<file path="src/rtl/iic_bus_cond.sv">
// iic_bus_cond: I2C pad conditioner and bus monitor.
// Synchronises and glitch-filters raw SCL/SDA, then detects START, STOP,
// bus-busy and arbitration loss on the filtered levels.
// Optional feature macro: IIC_TIMEOUT_EN (SCL-low bus timeout).
module iic_bus_cond #(
  parameter int unsigned FILT_CYCLES    = 4,
  parameter int unsigned TIMEOUT_CYCLES = 50000
) (
  input  logic clk,
  input  logic rst_n,
  input  logic scl_in,
  input  logic sda_in,
  input  logic sda_out,
  output logic scl_f,
  output logic sda_f,
  output logic start_det,
  output logic stop_det,
  output logic bus_busy,
  output logic arb_lost,
  output logic timeout
);

  localparam int unsigned   CW        = $clog2(FILT_CYCLES + 1);
  localparam logic [CW-1:0] FILT_LAST = CW'(FILT_CYCLES - 1);

  // Elaboration-time guard on parameter ranges
  if (FILT_CYCLES < 1 || FILT_CYCLES > 255 || TIMEOUT_CYCLES < 1) begin : g_param_check
    $error("iic_bus_cond: parameter out of range");
  end

  // Bit 0 carries SCL, bit 1 carries SDA throughout
  logic [1:0]    sync1;
  logic [1:0]    sync2;
  logic [1:0]    filt;
  logic [1:0]    prev;
  logic [CW-1:0] cnt [2];

  logic start_cond;
  logic stop_cond;
  logic arb_cond;
  logic to_hit;

  assign scl_f = filt[0];
  assign sda_f = filt[1];

  // Two-flop synchroniser per line, idle-high out of reset
  always_ff @(posedge clk or negedge rst_n) begin
    if (!rst_n) begin
      sync1 <= '1;
      sync2 <= '1;
    end else begin
      sync1 <= {sda_in, scl_in};
      sync2 <= sync1;
    end
  end

  // Per-line stability filter: toggle only after FILT_CYCLES consecutive mismatches
  always_ff @(posedge clk or negedge rst_n) begin
    if (!rst_n) begin
      filt <= '1;
      for (int unsigned i = 0; i < 2; i++) cnt[i] <= '0;
    end else begin
      for (int unsigned i = 0; i < 2; i++) begin
        if (sync2[i] == filt[i]) begin
          cnt[i] <= '0;
        end else if (cnt[i] == FILT_LAST) begin
          filt[i] <= ~filt[i];
          cnt[i]  <= '0;
        end else begin
          cnt[i] <= cnt[i] + 1'b1;
        end
      end
    end
  end

  // Previous filtered levels for edge detection
  always_ff @(posedge clk or negedge rst_n) begin
    if (!rst_n) prev <= '1;
    else        prev <= filt;
  end

  // A simultaneous SCL change drops out naturally: both conditions need SCL high before and after
  assign start_cond = prev[1] & ~filt[1] & prev[0] & filt[0];
  assign stop_cond  = ~prev[1] & filt[1] & prev[0] & filt[0];
  assign arb_cond   = ~prev[0] & filt[0] & bus_busy & sda_out & ~filt[1];

`ifdef IIC_TIMEOUT_EN
  localparam int unsigned   TW      = $clog2(TIMEOUT_CYCLES + 1);
  localparam logic [TW-1:0] TO_LAST = TW'(TIMEOUT_CYCLES - 1);

  logic [TW-1:0] to_cnt;

  // Fires on the SCL-low clock that would bring the count to TIMEOUT_CYCLES
  assign to_hit = bus_busy & ~filt[0] & (to_cnt == TO_LAST);

  // SCL-low counter while the bus is held busy
  always_ff @(posedge clk or negedge rst_n) begin
    if (!rst_n) begin
      to_cnt <= '0;
    end else if (!bus_busy || filt[0] || start_det || to_hit) begin
      to_cnt <= '0;
    end else begin
      to_cnt <= to_cnt + 1'b1;
    end
  end
`else
  assign to_hit = 1'b0;
`endif

  // Registered event pulses and bus-busy tracking; START outranks timeout
  always_ff @(posedge clk or negedge rst_n) begin
    if (!rst_n) begin
      start_det <= 1'b0;
      stop_det  <= 1'b0;
      arb_lost  <= 1'b0;
      timeout   <= 1'b0;
      bus_busy  <= 1'b0;
    end else begin
      start_det <= start_cond;
      stop_det  <= stop_cond;
      arb_lost  <= arb_cond;
      timeout   <= to_hit;
      if (start_cond)               bus_busy <= 1'b1;
      else if (stop_cond || to_hit) bus_busy <= 1'b0;
    end
  end

endmodule

</file>
<file path="config.mk">
export PLATFORM = sky130hd
export DESIGN_NAME = iic_bus_cond
export DESIGN_NICKNAME = d
export VERILOG_FILES = /design/src/rtl/iic_bus_cond.sv
export SDC_FILE = /design/constraint.sdc
export NUM_CORES = 1
export LEC_CHECK = 0
export CORE_MARGIN = 1
export CORE_UTILIZATION = 38
export DETAILED_ROUTE_END_ITERATION = 8
export DONT_BUFFER_PORTS = 1
export HOLD_SLACK_MARGIN = 0.06
export MAX_ROUTING_LAYER = met4
export SYNTH_ARGS = -nofsm -noshare
export SYNTH_HDL_FRONTEND = slang
export SYNTH_SLANG_ARGS = --single-unit
</file>
<file path="constraint.sdc">
create_clock -name clk -period 1.54 [get_ports clk]
set_input_delay 0.231 -clock clk [delete_from_list [all_inputs] [get_ports clk]]
set_output_delay 0.231 -clock clk [all_outputs]
set_load 0.005 [all_outputs]
</file>
# --- Word level (Yosys, flattened, before mapping) ---
# Cells that the tools add are included.
word_totals:
  regBits: 18
  inputBits: 5
  output_inout_bits: 7
op_classes:
  add_sub_neg: 2
  eq_ne: 4
  n_mux: 6
  bitwise: 16
  n_reduce_logical: 3
ops:
  columns: ["operator", "count"]
  rows:
  - ["3-bit two-way mux", 4]
  - ["1-bit AND", 10]
  - ["3-bit by 1-bit adder with 3-bit output (second input constant)", 2]
  - ["3-bit by 2-bit equality test with 1-bit output (second input constant)", 2]
  - ["1-bit NOT", 6]
  - ["2-bit AND reduction", 2]
  - ["1-bit equality test", 2]
  - ["1-bit two-way mux", 2]
  - ["2-bit nonzero test", 1]

# --- Longest topological paths before layout ---
# Gate-level depths: netlist (run 1).
depth:
  word_depth: 6
  ltp_mapped: 4
  mapped_depth_nobuf: 4

# --- Worst setup path before layout (run 1) ---
# OpenSTA, ideal clock, no wires.
synth_timing:
  path_kind: "register to register"
  startpoint: "register cnt[3] (netlist bit)"
  endpoint: "register filt[0]"
  setup_ns: 0.082
  arrival_time_ns: 0.993
  path_slack_ns: 0.465
  stages_incl_launch_ff: 4
  path_buffers: 0
  synth_period_minus_slack_ns: 1.075
  path_cell_list: "dfrtp_1 > ha_1 > nor2b_2 > mux2_2"
synth_between:
  elab_chain_cells: 2
synth_lines:
  columns: ["item", "line_no", "source"]
  rows:
  - ["start: declaration", "36", "logic [CW-1:0] cnt [2];"]
  - ["start signal: indexed assignment", "70", "cnt[i] <= cnt[i] + 1'b1;"]
  - ["3-bit by 2-bit equality test with 1-bit output", "66", "end else if (cnt[i] == FILT_LAST) begin"]
  - ["2-bit AND reduction (no line)", null, null]
  - ["end signal: indexed assignment", "67", "filt[i] <= ~filt[i];"]
  - ["end: declaration", "34", "logic [1:0] filt;"]
# No other way between the ends.
# A chain may end at the register's enable or synchronous reset.

# --- Worst setup path in the final report (run 1) ---
# Same ends and word-level chain as after synthesis.

==> results of run 1 <==
[sequential cells by signal, summed over array words and instances (netlist names)]
signal     count
cnt            6
filt           2
prev           2
sync1          2
sync2          2
arb_lost       1
bus_busy       1
start_det      1
stop_det       1
[synthesized netlist by cell type (all sizes together)]
| cell type | instances | share of area [%] |
|---|---|---|
| ha | 2 | 3.9 |
| conb | 1 | 0.59 |
| xnor2 | 2 | 2.7 |
| nor3 | 3 | 2.3 |
| nor2b | 2 | 2.3 |
| dfstp | 8 | 33 |
| mux2 | 1 | 1.8 |
| dfrtp | 10 | 39 |
| nor2 | 2 | 1.2 |
| o31ai | 1 | 1.2 |
| nand3 | 1 | 0.78 |
| nor3b | 4 | 5.5 |
| inv | 1 | 0.59 |
| nand4b | 1 | 1.4 |
| o21ai | 2 | 1.6 |
| nand2 | 2 | 1.2 |
| buf | 1 | 1.2 |
[report_power, final]
group          internal [mW]  leakage (nW)  total [mW]  switching, mW
Clock                  0.144        0.0210       0.278          0.134
Combinational          0.112        0.0790       0.219          0.107
Sequential             0.638         0.217       0.752          0.115
[layout by cell type (no fill, tap or decap), drive strengths merged]
cell / synthesis / layout
mux2: 1 / 1
dlygate4sd3: 0 / 3
conb: 1 / 1
nor3b: 4 / 4
dfrtp: 10 / 10
inv: 1 / 1
nor3: 3 / 3
o21ai: 2 / 2
xnor2: 2 / 2
dfstp: 8 / 8
nor2: 2 / 2
nand2: 2 / 2
nand3: 1 / 1
nand4b: 1 / 1
ha: 2 / 2
clkbuf: 0 / 4
o31ai: 1 / 1
nor2b: 2 / 2
[worst max-delay path: stages, from the launching register on]
cell and delay, ns:
sky130_fd_sc_hd__dfrtp_1 0.37, sky130_fd_sc_hd__ha_1 0.16, sky130_fd_sc_hd__nor2b_2 0.21, sky130_fd_sc_hd__mux2_2 0.36
[path summary, 6_finish.rpt]
| path | start | endpoint | slack, ns | depth (start not counted) |
|---|---|---|---|---|
| max | cnt[3] | filt[0] | 0.38 | 3 |
| min | sda_out | arb_lost | 0.1 | 2 |
| max reg2reg | cnt[3] | filt[0] | 0.38 | 3 |
| min reg2reg | sync1[1] | sync2[1] | 0.36 | 0 |
| max in group asynchronous | rst_n | cnt[2] | 0.64 | 1 |
| min in group asynchronous | rst_n | arb_lost | 0.44 | 1 |
[layer usage]
layer / track usage (%) / vias to the layer above
met3: 3.83 / 0
met1: 10.3 / 177
met4: 7.27 / 0
met5: - / -
li1: - / 161
met2: 21.2 / 10
[final cells by class]
| type | count | area, um^2 |
|---|---|---|
| clock buffers | 4 | 36.3 |
| fillers | 142 | 822 |
| inverters | 1 | 3.75 |
| multi-input cells | 24 | 169 |
| flip-flops and latches | 18 | 460 |
| well taps | 16 | 20.0 |
| repair buffers | 3 | 30.0 |
[per-stage QoR]
step | worst slack, ns | hold slack (ns) | total power [mW] | util (%) | cell area (um^2)
after floorplan | 0.465 | -0.0646 | 0.905 | - | 641
after CTS | 0.362 | 0.0801 | 1.28 | 46.7 | 719
final | 0.379 | 0.0979 | 1.25 | 46.7 | 719
after global routing | 0.273 | 0.0867 | 1.34 | 46.7 | 719
after detailed placement | 0.378 | -0.0641 | 0.976 | 42.4 | 653
after global placement | 0.425 | -0.0641 | 0.938 | 42.4 | 653
[cell families (layout without fill, tap and decap cells)]
| kind of cell | after synthesis | count (layout) |
|---|---|---|
| buf+inv | 2 | 8 |
| other cells | 1 | 1 |
| compound gates | 3 | 3 |
| flops | 18 | 18 |
| mux | 1 | 1 |
| xor+xnor | 2 | 2 |
| simple gates | 15 | 15 |
| fa+ha+maj | 2 | 2 |
==> flow_metrics.tcl, run 1 <==
set metrics [dict create \
    placedCellCount 59 \
    compound_gate_portion_of_the_synthesized_area_pct 2.73 \
    post_drt_via_cell_ratio 5.27 \
    clock_insertion_delay_worst_skew_ns 0.28 \
    basic_gate_share_of_the_synthesized_area_counting_and_or_nand_and_nor_cells_pct 14.6 \
    worst_supply_voltage_drop_on_vdd_uv 613 \
    floorplan.core_area_um2 1540 \
    via_count 348 \
    worstSetupPathType "reg -> reg" \
    timing.slew.headroom_pct 50.6 \
    first_iter_violations 6 \
    layout_worst_path_cycle_share_pct 75.4 \
    number_of_antenna_violations_at_the_first_check_in_global_routing 0 \
    synth_xor_xnor_area_share_pct 2.73 \
    met2RoutedLength_um 465 \
    main_combinational_cell_family_by_area_after_synthesis "simple AND/OR/NAND/NOR gates" \
    first_global_vias 376 \
    cts-resized-gates 0 \
    worstPathRequired_ns 1.76 \
    maxCapViolCount 0 \
    layoutNonFillerInstCount 66 \
    cts_hold_buf 3 \
    wirelength_routed_um 860 \
    tritoncts.num_buffers 3 \
    rows 14 \
    critical_path_maximum_fanout 3 \
    cp_data_arrival_time_ns 1.38 \
    ctsHtreeMaxLevel 1 \
    wl_met3_um 51 \
    dr.max_layer_used "met3" \
    io_pins 12 \
    fraction_of_the_yosys_area_taken_by_sequential_cells_pct 71.9 \
    period_needed_ns 1.16 \
    status "completed" \
    clk_root_buffer_cell "sky130_fd_sc_hd__clkbuf_4" \
    post_drt_wl_per_cell_um 13.0 \
    post_synth_instance_area_um2 641 \
    met1_wire_length_um 344 \
    hpwl_um 635 \
    fp.dieW_um 43.1 \
    tightest_slew_ns 0.738 \
    seq_cells_post_synth 18 \
    cts_tree "yes" \
    effective_utilization_at_floorplan_pct 41.6 \
    place_congestion 0.691 \
    max_clock_freq_mhz 861 \
    final_nets 58 \
    die_area_um2 1850 \
    fin_skew_ns 0.00178 \
    syn_nets 51 \
    grt_max_degree 19 \
    rsz0062_at_grt "no" \
    area_growth_syn_to_layout_pct 12.3 \
    layout-drive-gt1-share_pct 30.0 \
    synth_cell_types 19 \
    detail-route-antenna-nets 0 \
    post-cts-setup-buffers 0 \
    finalSetupViolCount 0 \
    antenna-diode-count 0 \
    clk_path_buf_depth 2 \
    leakage_nw 0.317 \
    synth_mux_area_share_pct 1.76 \
    port_buffers 0 \
    residual_overflow_from_global_routing 0 \
    worst_setup_hold_path_clk_slew_ns 0.09 \
    synth-warning-count 0 \
    grt_resource_usage_total_pct 11.8 \
    setup.worst_path.start_class "flip-flop" \
    die_ht_um 43.1 \
    drt_pre_antenna_iters 4 \
    syn_inst 44 \
    crit_path_end_kind "flip-flop" \
    clock_sinks 18 \
    report.final.hold_viol_count 0 \
    cellPowerDensity_nw_per_um2 1740 \
    fin_tns_setup_ns 0 \
    synth_area_per_cell_um2 14.6 \
    yosys.area_share.adder_pct 3.91 \
    grt_first_pass_wirelength_um 1480 \
    detail_route.drc_violations 0 \
    maxSlewViolCount 0 \
    min-delay-path-class "in -> reg" \
]
Note: power is estimated with default switching activity, not from simulation.
==> run 2: changes to the inputs <==
- clock period: 1.54 -> 1 ns (I/O delays scaled with it)
==> flow_metrics.tcl, run 2 (synthesis results as in run 1) <==
set metrics [dict create \
    status "complete, but fails checks" \
    violated_checks "negative setup slack" \
    internal_power_mw 1.80 \
    layoutNonFillerInstCount 78 \
    layout_commonest_cell "sky130_fd_sc_hd__dfrtp_1" \
    number_of_antenna_violations_at_the_first_check_in_global_routing 0 \
    cellPowerDensity_nw_per_um2 2730 \
    residual_overflow_from_global_routing 0 \
    crit_path_end_kind "output pin" \
    clock_share_of_power_pct 16.6 \
    period_needed_ns 1.13 \
    rows 14 \
    layout-drive-gt1-share_pct 69.4 \
    fp.dieW_um 43.1 \
    via_count 379 \
    p_switching_mw 0.812 \
    first_global_vias 424 \
    final_nets 70 \
    placedCellCount 65 \
    port_buffers 0 \
    number_of_flip_flops_under_the_largest_register_name 6 \
    most_flop_heavy_register "cnt" \
    grt_resource_usage_total_pct 14.4 \
    power.switching_fraction_pct 31.1 \
    fin_skew_ns 0.00490 \
    area_growth_syn_to_layout_pct 49.2 \
    grt_first_pass_wirelength_um 1830 \
    first_iter_violations 5 \
    timing.slew.headroom_pct 49.5 \
    place_congestion 0.719 \
    wirelength_routed_um 1040 \
    post_drt_via_cell_ratio 4.86 \
    clk_root_buffer_cell "sky130_fd_sc_hd__clkbuf_4" \
    hpwl_um 694 \
    worst_supply_voltage_drop_on_vdd_uv 1470 \
    worstPathRequired_ns 0.85 \
    grt_max_degree 19 \
    clk_path_buf_depth 2 \
    die_ht_um 43.1 \
    crit_slowest_cell "sky130_fd_sc_hd__dfstp_2" \
    leakage_nw 0.414 \
    die_area_um2 1850 \
    post_drt_wl_per_cell_um 13.4 \
    critical-path-top-delay-family "flip-flops" \
    path_cells "buf_6" \
    detail-route-antenna-nets 0 \
    share_comb_of_total_power_pct 38.4 \
    floorplan.core_area_um2 1540 \
    effective_utilization_at_floorplan_pct 41.6 \
    tightest_slew_ns 0.755 \
    ctsHtreeMaxLevel 1 \
    report.final.hold_viol_count 0 \
    maxCapViolCount 0 \
    max_clock_freq_mhz 885 \
    buffering_stage_count_on_the_worst_path_with_inverters_included 1 \
    min-delay-path-class "in -> async" \
    cp_data_arrival_time_ns 0.98 \
    worstSetupPathType "reg -> out" \
    cts_tree "yes" \
    detail_route.drc_violations 0 \
    post-route-worst-setup-slack_ns -0.131 \
    finalSetupViolCount 10 \
    setup.worst_path.start_class "flip-flop" \
    layout_worst_path_cycle_share_pct 113 \
    tritoncts.num_buffers 3 \
    clock_sinks 18 \
    fin_worst_hold_slack_ns 0.360 \
    drt_pre_antenna_iters 4 \
    clock_insertion_delay_worst_skew_ns 0.29 \
    rsz0062_at_grt "yes" \
    critical_path_maximum_fanout 4 \
    io_pins 12 \
    antenna-diode-count 0 \
    power.share.sequential_pct 45.1 \
    most-common-layout-cells "sky130_fd_sc_hd__dfrtp_1, sky130_fd_sc_hd__dfstp_2, sky130_fd_sc_hd__buf_4" \
    maxSlewViolCount 0 \
    worst_setup_hold_path_clk_slew_ns 0.10 \
    crit_path_max_cell_delay_ns 0.58 \
]
==> run 2: changes by cell type in the layout (fill, tap and decap cells not counted), sizes merged <==
cell / delta
buf: +11
dlygate4sd3: +1
==> run 2: final timing paths <==
check,from,slack (ns),end,cells past startpoint
worst max-delay path,filt[1],-0.13,sda_f,1
worst min-delay path,rst_n,0.36,cnt[5],1
worst max register to register,filt[0],-0.11,bus_busy,4
worst min register to register,sync1[0],0.36,sync2[0],0
max in group asynchronous,rst_n,0.16,cnt[0],1
min in group clk,sync1[0],0.36,sync2[0],0
==> run 2: per-stage QoR <==
step / total power, mW / setup TNS (ns) / util [%] / area (um^2) / setup WS [ns]
after global routing: 2.79 / -1.12 / 62.0 / 956 / -0.172
after CTS: 2.42 / -0.692 / 57.4 / 885 / -0.132
after floorplan: 1.41 / -0.0880 / - / 646 / -0.0490
after global placement: 1.60 / -0.0725 / 45.6 / 703 / -0.0609
after detailed placement: 1.65 / -0.183 / 45.6 / 703 / -0.0921
final: 2.61 / -0.637 / 62.0 / 956 / -0.131
==> run 2: routing by layer <==
metal	routed length (um)	share of wire (%)	GRT usage, %	vias to the layer above
li1	-	-	-	181
met1	419	40	15.8	183
met2	561	54	24.8	13
met3	49	4.7	5.11	2
met4	12	1.2	3.64	0
met5	0	0	-	-
==> run 2: final cells by class <==
type                       count  area, um^2
clock buffer                   4        36.3
sequential                    18         460
fill                         116         586
inverter                       1        3.75
timing repair buffer          15         138
tap                           16        20.0
multi-input combinational     24         298
==> run 2: power groups by stage <==
stage,Sequential [mW],Combinational (mW),Clock (mW)
4_1_cts,1.13,0.840,0.447
3_3_place_gp,1.13,0.475,0
5_1_grt,1.20,1.10,0.481
3_5_place_dp,1.14,0.509,0
6_report,1.18,1.00,0.433
2_1_floorplan,1.13,0.278,0
==> run 2: timing repair <==
| item | in CTS | in global routing |
|---|---|---|
| resized for setup | 14 | 16 |
| pin swaps | 5 | 6 |
| endpoints found under the hold margin | 21 | 0 |
| buffers inserted | 5 | 1 |
| hold buffers | 4 | 0 |
| endpoints found under the setup margin | 8 | 14 |
